`src/rtl/mac_lane_pipe.sv`:
```
// mac_lane_pipe: multi-lane pipelined signed multiply-accumulate.
// LANES independent MACs share one valid/first/last control stream. Stage 1
// registers the per-lane products and the frame bias; stage 2 accumulates
// and publishes the frame result on the last beat.
// Optional build macro: MAC_SAT_EN -- saturating stage-2 adds plus a per-lane
// sticky clamp flag reported on sat. Without it the adds wrap and sat is 0.
module mac_lane_pipe #(
    parameter int VAR_SIZE = 8,
    parameter int ACC_SIZE = 32,
    parameter int LANES    = 4
) (
    input  logic                      clk,
    input  logic                      rst_n,
    input  logic                      in_valid,
    input  logic                      in_first,
    input  logic                      in_last,
    input  logic [LANES*VAR_SIZE-1:0] a,
    input  logic [LANES*VAR_SIZE-1:0] b,
    input  logic [LANES*ACC_SIZE-1:0] bias,
    output logic                      out_valid,
    output logic [LANES*ACC_SIZE-1:0] acc_out,
    output logic [LANES-1:0]          sat
);

    logic r_s1_valid;
    logic r_s1_first;
    logic r_s1_last;
    logic r_out_valid;

    // Stage-1 control flags; first/last only count when the beat is valid.
    always_ff @(posedge clk or negedge rst_n) begin
        if (!rst_n) begin
            r_s1_valid <= 1'b0;
            r_s1_first <= 1'b0;
            r_s1_last  <= 1'b0;
        end else begin
            r_s1_valid <= in_valid;
            r_s1_first <= in_valid & in_first;
            r_s1_last  <= in_valid & in_last;
        end
    end

    // Result strobe: one cycle after the last beat leaves stage 1.
    always_ff @(posedge clk or negedge rst_n) begin
        if (!rst_n) begin
            r_out_valid <= 1'b0;
        end else begin
            r_out_valid <= r_s1_valid & r_s1_last;
        end
    end

    assign out_valid = r_out_valid;

    for (genvar gi = 0; gi < LANES; gi++) begin : g_lane
        logic signed [VAR_SIZE-1:0]   w_a;
        logic signed [VAR_SIZE-1:0]   w_b;
        logic signed [2*VAR_SIZE-1:0] w_prod;
        logic signed [ACC_SIZE-1:0]   w_base;
        logic signed [ACC_SIZE-1:0]   w_sum;
        logic signed [ACC_SIZE-1:0]   r_p;
        logic signed [ACC_SIZE-1:0]   r_bias;
        logic signed [ACC_SIZE-1:0]   r_acc;
        logic signed [ACC_SIZE-1:0]   r_acc_out;

        assign w_a    = a[gi*VAR_SIZE +: VAR_SIZE];
        assign w_b    = b[gi*VAR_SIZE +: VAR_SIZE];
        assign w_prod = (2*VAR_SIZE)'(w_a) * (2*VAR_SIZE)'(w_b);

        // A first beat restarts from the bias; otherwise continue the running sum.
        assign w_base = r_s1_first ? r_bias : r_acc;

        // Stage 1: full-precision product, sign-extended; bias latched on first beat.
        always_ff @(posedge clk or negedge rst_n) begin
            if (!rst_n) begin
                r_p    <= '0;
                r_bias <= '0;
            end else begin
                r_p <= ACC_SIZE'(w_prod);
                if (in_valid && in_first) begin
                    r_bias <= bias[gi*ACC_SIZE +: ACC_SIZE];
                end
            end
        end

`ifdef MAC_SAT_EN
        localparam logic signed [ACC_SIZE-1:0] ACC_MAX = {1'b0, {(ACC_SIZE-1){1'b1}}};
        localparam logic signed [ACC_SIZE-1:0] ACC_MIN = {1'b1, {(ACC_SIZE-1){1'b0}}};

        logic signed [ACC_SIZE:0] w_wide;
        logic                     w_ovf;
        logic                     w_sticky_nxt;
        logic                     r_sticky;
        logic                     r_sat;

        // One guard bit exposes overflow; its sign picks the clamp direction.
        assign w_wide       = (ACC_SIZE+1)'(w_base) + (ACC_SIZE+1)'(r_p);
        assign w_ovf        = w_wide[ACC_SIZE] ^ w_wide[ACC_SIZE-1];
        assign w_sum        = w_ovf ? (w_wide[ACC_SIZE] ? ACC_MIN : ACC_MAX)
                                    : w_wide[ACC_SIZE-1:0];
        assign w_sticky_nxt = (r_s1_first ? 1'b0 : r_sticky) | w_ovf;

        // Sticky clamp flag per frame, published alongside the result.
        always_ff @(posedge clk or negedge rst_n) begin
            if (!rst_n) begin
                r_sticky <= 1'b0;
                r_sat    <= 1'b0;
            end else if (r_s1_valid) begin
                r_sticky <= w_sticky_nxt;
                if (r_s1_last) begin
                    r_sat <= w_sticky_nxt;
                end
            end
        end

        assign sat[gi] = r_sat;
`else
        assign w_sum   = w_base + r_p;
        assign sat[gi] = 1'b0;
`endif

        // Stage 2: accumulate valid beats, hold across bubbles, publish on last.
        always_ff @(posedge clk or negedge rst_n) begin
            if (!rst_n) begin
                r_acc     <= '0;
                r_acc_out <= '0;
            end else if (r_s1_valid) begin
                r_acc <= w_sum;
                if (r_s1_last) begin
                    r_acc_out <= w_sum;
                end
            end
        end

        assign acc_out[gi*ACC_SIZE +: ACC_SIZE] = r_acc_out;
    end

endmodule

```
`config.mk`:
```
export PLATFORM = sky130hd
export DESIGN_NAME = mac_lane_pipe
export DESIGN_NICKNAME = d
export VERILOG_FILES = /design/src/rtl/mac_lane_pipe.sv
export SDC_FILE = /design/constraint.sdc
export NUM_CORES = 2
export LEC_CHECK = 0
export CAP_MARGIN = 5
export CORE_MARGIN = 4
export CORE_UTILIZATION = 30
export DETAILED_ROUTE_END_ITERATION = 8
export PLACE_DENSITY_LB_ADDON = 0.3
export RECOVER_POWER = 25
export SYNTH_ARGS = -nofsm -noshare
export SYNTH_HDL_FRONTEND = slang
export SYNTH_SLANG_ARGS = --single-unit
```
`constraint.sdc`:
```
create_clock -name clk -period 5 [get_ports clk]
set_input_delay 1.5 -clock clk [delete_from_list [all_inputs] [get_ports clk]]
set_output_delay 1.5 -clock clk [all_outputs]
set_load 0.03 [all_outputs]
```
==> flow_metrics.py <==
metrics = {
    "synth": {
        "ys_async_sr_fraction_pct": 100.0,
        "netlist_instances": 3304,
        "syn_area_per_cell_sq_um": 10.26,
        "yosysSeqAreaShare_pct": 33.36,
        "synth_area_leaders": "dfrtp_1 (33%), fa_1 (13%), mux2_2 (13%), ha_1 (8.9%), inv_1 (4.2%)",
        "yosys.area.top_type": "dfrtp_1",
        "synth_flop_cell": "dfrtp_1",
        "synth_seq_cells": 452,
        "post_synth_num_cell_types": 74,
        "yosys.area.top_type_share_pct": 33.36,
        "synth_edf_count": 0,
        "netlist_area_sq_um": 33900,
        "yosys_warnings": 0,
    },
    "timing": {
        "report.final.hold_viol_count": 0,
        "timing.final.crit_share_pct": 99.91,
        "max_freq_mhz": 200.2,
        "slew_viol_final": 72,
        "tightest_slew_ps": 2150,
        "slew_headroom_pct": -43.33,
        "fin_tns_setup_ps": 0,
        "period_needed_ps": 4995,
        "finClkSkew_ps": 21.74,
        "rsz0062_at_grt": "yes",
        "finalSetupViolations": 0,
    },
    "drt": {
        "ant_nets": 0,
        "vias_per_cell": 4.583,
        "drt-pass1-iter-count": 4,
        "drt_iter0_markers": 1020,
        "post_drt_wl_per_cell_microns": 16.80,
        "drc": 0,
        "vias": 24709,
        "routed_wl_mm": 90.57,
    },
    "pwr": {
        "comb_power_share_pct": 65.3,
        "p_total_w": 0.02909,
        "p_leak_nw": 19.71,
        "p_clk_share_pct": 13.6,
        "p_seq_share_pct": 21.1,
        "intPower_w": 0.01637,
        "ir_drop_mv": 0.3537,
        "p_per_area_nw_per_um2": 679.7,
        "p_switching_w": 0.01271,
        "swShare_pct": 43.71,
    },
    "place": {
        "placedCellCount": 5267,
        "dp_hpwl_mm": 70.00,
        "place.gp.congestion": 0.8551,
        "io_buffers": 325,
        "place_area_sq_um": 40650,
    },
    "clocking": {
        "ctsHtreeMaxLevel": 2,
        "clock-sinks": 452,
        "cts_hold_buf": 0,
        "clock_latency_ps": 640,
        "cts_tree": "yes",
        "cts_root_buf": "clkbuf_16",
        "cts_buffer_depth": 3,
        "clk_pin_slew_ps": 60,
        "cts_made_buffers": 55,
    },
    "setup_path": {
        "ff2ff_path_depth": 13,
        "path_class": "in -> reg",
        "critPathCaptureType": "register",
        "arrival_ps": 5520,
        "cp.required_ps": 5520,
        "crit_path_max_incr_delay_ps": 560,
        "worst-r2r-setup-slack_ps": 680,
        "timing.rr.end": "g_lane[1].r_acc[25]",
        "cp_num_buf_inv": 6,
        "crit_path_cell_trace": "buf_8, and2_4, fa_1, inv_2, fa_1, inv_2, fa_1, inv_2, fa_1, inv_2, ha_4, inv_2, o21ai_2, a21oi_2, nor2b_2, o2111ai_1, nand3_1, o41a_1, xnor2_1",
        "cp_top_family": "adder cells",
        "crit_fanout": 4,
        "crit_path_start_kind": "primary input",
        "r2r_start": "r_s1_first",
        "cp_common_cell": "inv_2",
        "slowest_stage": "fa_1",
    },
    "floorplanning": {
        "core_area_sq_um": 112300,
        "die_w_microns": 344.2,
        "row_count": 123,
        "ios": 330,
        "die_h_microns": 344.2,
        "fp.dieArea_sq_um": 118500,
        "initial_core_util_pct": 30.18,
    },
    "run_status": {
        "outcome": "complete, but fails checks",
        "violations": "capacitance limit, slew limit",
    },
    "final_layout": {
        "final_core_util_pct": 38.09,
        "area_growth_pct": 26.22,
        "nets": 4500,
        "fin_cells": 5391,
        "final_cell_area_sq_um": 42790,
        "final_cell_mix": "dfrtp_1 (450), mux2_2 (394), nand2_1 (369)",
        "layout_commonest_cell": "dfrtp_1",
        "drive_gt1_share_pct": 24.41,
    },
    "grt": {
        "antenna_found_initial": 8,
        "grt_usage_pct": 15.27,
        "grt_pass1_wl_mm": 143.5,
        "grt_pass1_vias": 25948,
        "globalRouteOverflowTotal": 0,
        "grt_max_degree": 89,
    },
    "hold_path": {
        "min_to": "g_lane[2].r_acc[27]",
        "hold_start": "g_lane[2].r_acc[27]",
        "min_path_type": "reg -> reg",
        "whs_path_depth": 2,
    },
    "run": {
        "cap_violations": 1,
    },
}
[flip-flops by register name, indices dropped and copies added (netlist names)]
register          count
g_lane.r_acc        128
g_lane.r_acc_out    128
g_lane.r_bias       128
g_lane.r_p           64
out_valid             1
r_s1_first            1
r_s1_last             1
r_s1_valid            1
[repair_timing]
item,in CTS,in global routing
setup buffers,9,8
setup endpoints to repair,16,15
pin swaps,47,108
resized for setup,152,209
[cells in the mapped netlist, drive strengths merged, types with 13 or more instances]
cell / count
dfrtp: 452
mux2: 394
inv: 383
nand2: 371
ha: 240
fa: 224
and2: 182
a21oi: 138
xnor2: 121
nor2: 105
o21ai: 96
clkbuf: 85
a21o: 80
nand3: 45
xor2: 44
nor2b: 36
nor3: 25
nand2b: 23
o21bai: 22
and3: 21
nand4: 20
o21a: 19
o211ai: 18
a211oi: 14
buf: 13
mux2i: 13
[layer usage]
metal  vias to the layer above  track usage (%)  wire [microns]
li1                      12153                -               -
met4                         2            3.522            1822
met5                         -                0              10
met3                        91            3.046            4061
met1                     12136            20.53           42470
met2                       327            25.42           42210
[how the worst max path moves through the flow]
stage	endpoint	startpoint	depth (start not counted)	slack, ps
global route	g_lane[3].r_p[15]	a[28]	19	-80
floorplan	g_lane[1].r_p[14]	b[12]	18	-300
CTS	g_lane[1].r_p[15]	a[13]	21	2
finish	g_lane[3].r_p[15]	a[28]	19	5
global placement	g_lane[1].r_p[14]	b[9]	19	-1010
detailed placement	g_lane[1].r_p[14]	b[9]	19	-1120
[layout make-up]
cell class	instances	area, sq um
fill	11213	69550
clock buffer	78	1543
timing repair buffer	573	5055
multi-input combinational	2374	21300
antenna	8	20.02
sequential	452	11320
clock inverter	23	235.2
inverter	383	1443
tap	1500	1877
[power by group through the flow]
| stage | registers, W | logic, W | clock network (W) |
|---|---|---|---|
| floorplan | 0.00682 | 0.0122 | 0 |
| detailed placement | 0.00620 | 0.0186 | 0 |
| finish | 0.00613 | 0.0190 | 0.00396 |
| global route | 0.00630 | 0.0212 | 0.00425 |
| CTS | 0.00615 | 0.0189 | 0.00412 |
| global placement | 0.00617 | 0.0184 | 0 |
[stage by stage]
stage          hold WS, ps  setup slack, ps
2_1_floorplan        444.6           -295.7
3_3_place_gp         456.4            -1009
3_5_place_dp         461.4            -1115
4_1_cts              476.8            1.921
5_1_grt              494.2           -83.61
6_report             472.8            4.507
[cell families (layout without fill, tap and decap cells)]
family	after synthesis	count (layout)	synth area share (%)
and+or+nand+nor	849	849	11.98
AOI/OAI and AO/OA	485	485	9.455
buffers and inverters	481	1057	5.377
adders and majority gates	464	464	22.08
DFF	452	452	33.36
muxes	407	407	13.47
xor gates and xnor gates	165	165	4.262
other	1	12	0.01106
[tightest hold or removal path: stages, from the launching register on]
cell	delay, ps
dfrtp_1	340
nand2_1	40
o21ai_0	60
No activity file was read; power rests on OpenSTA's default activity.
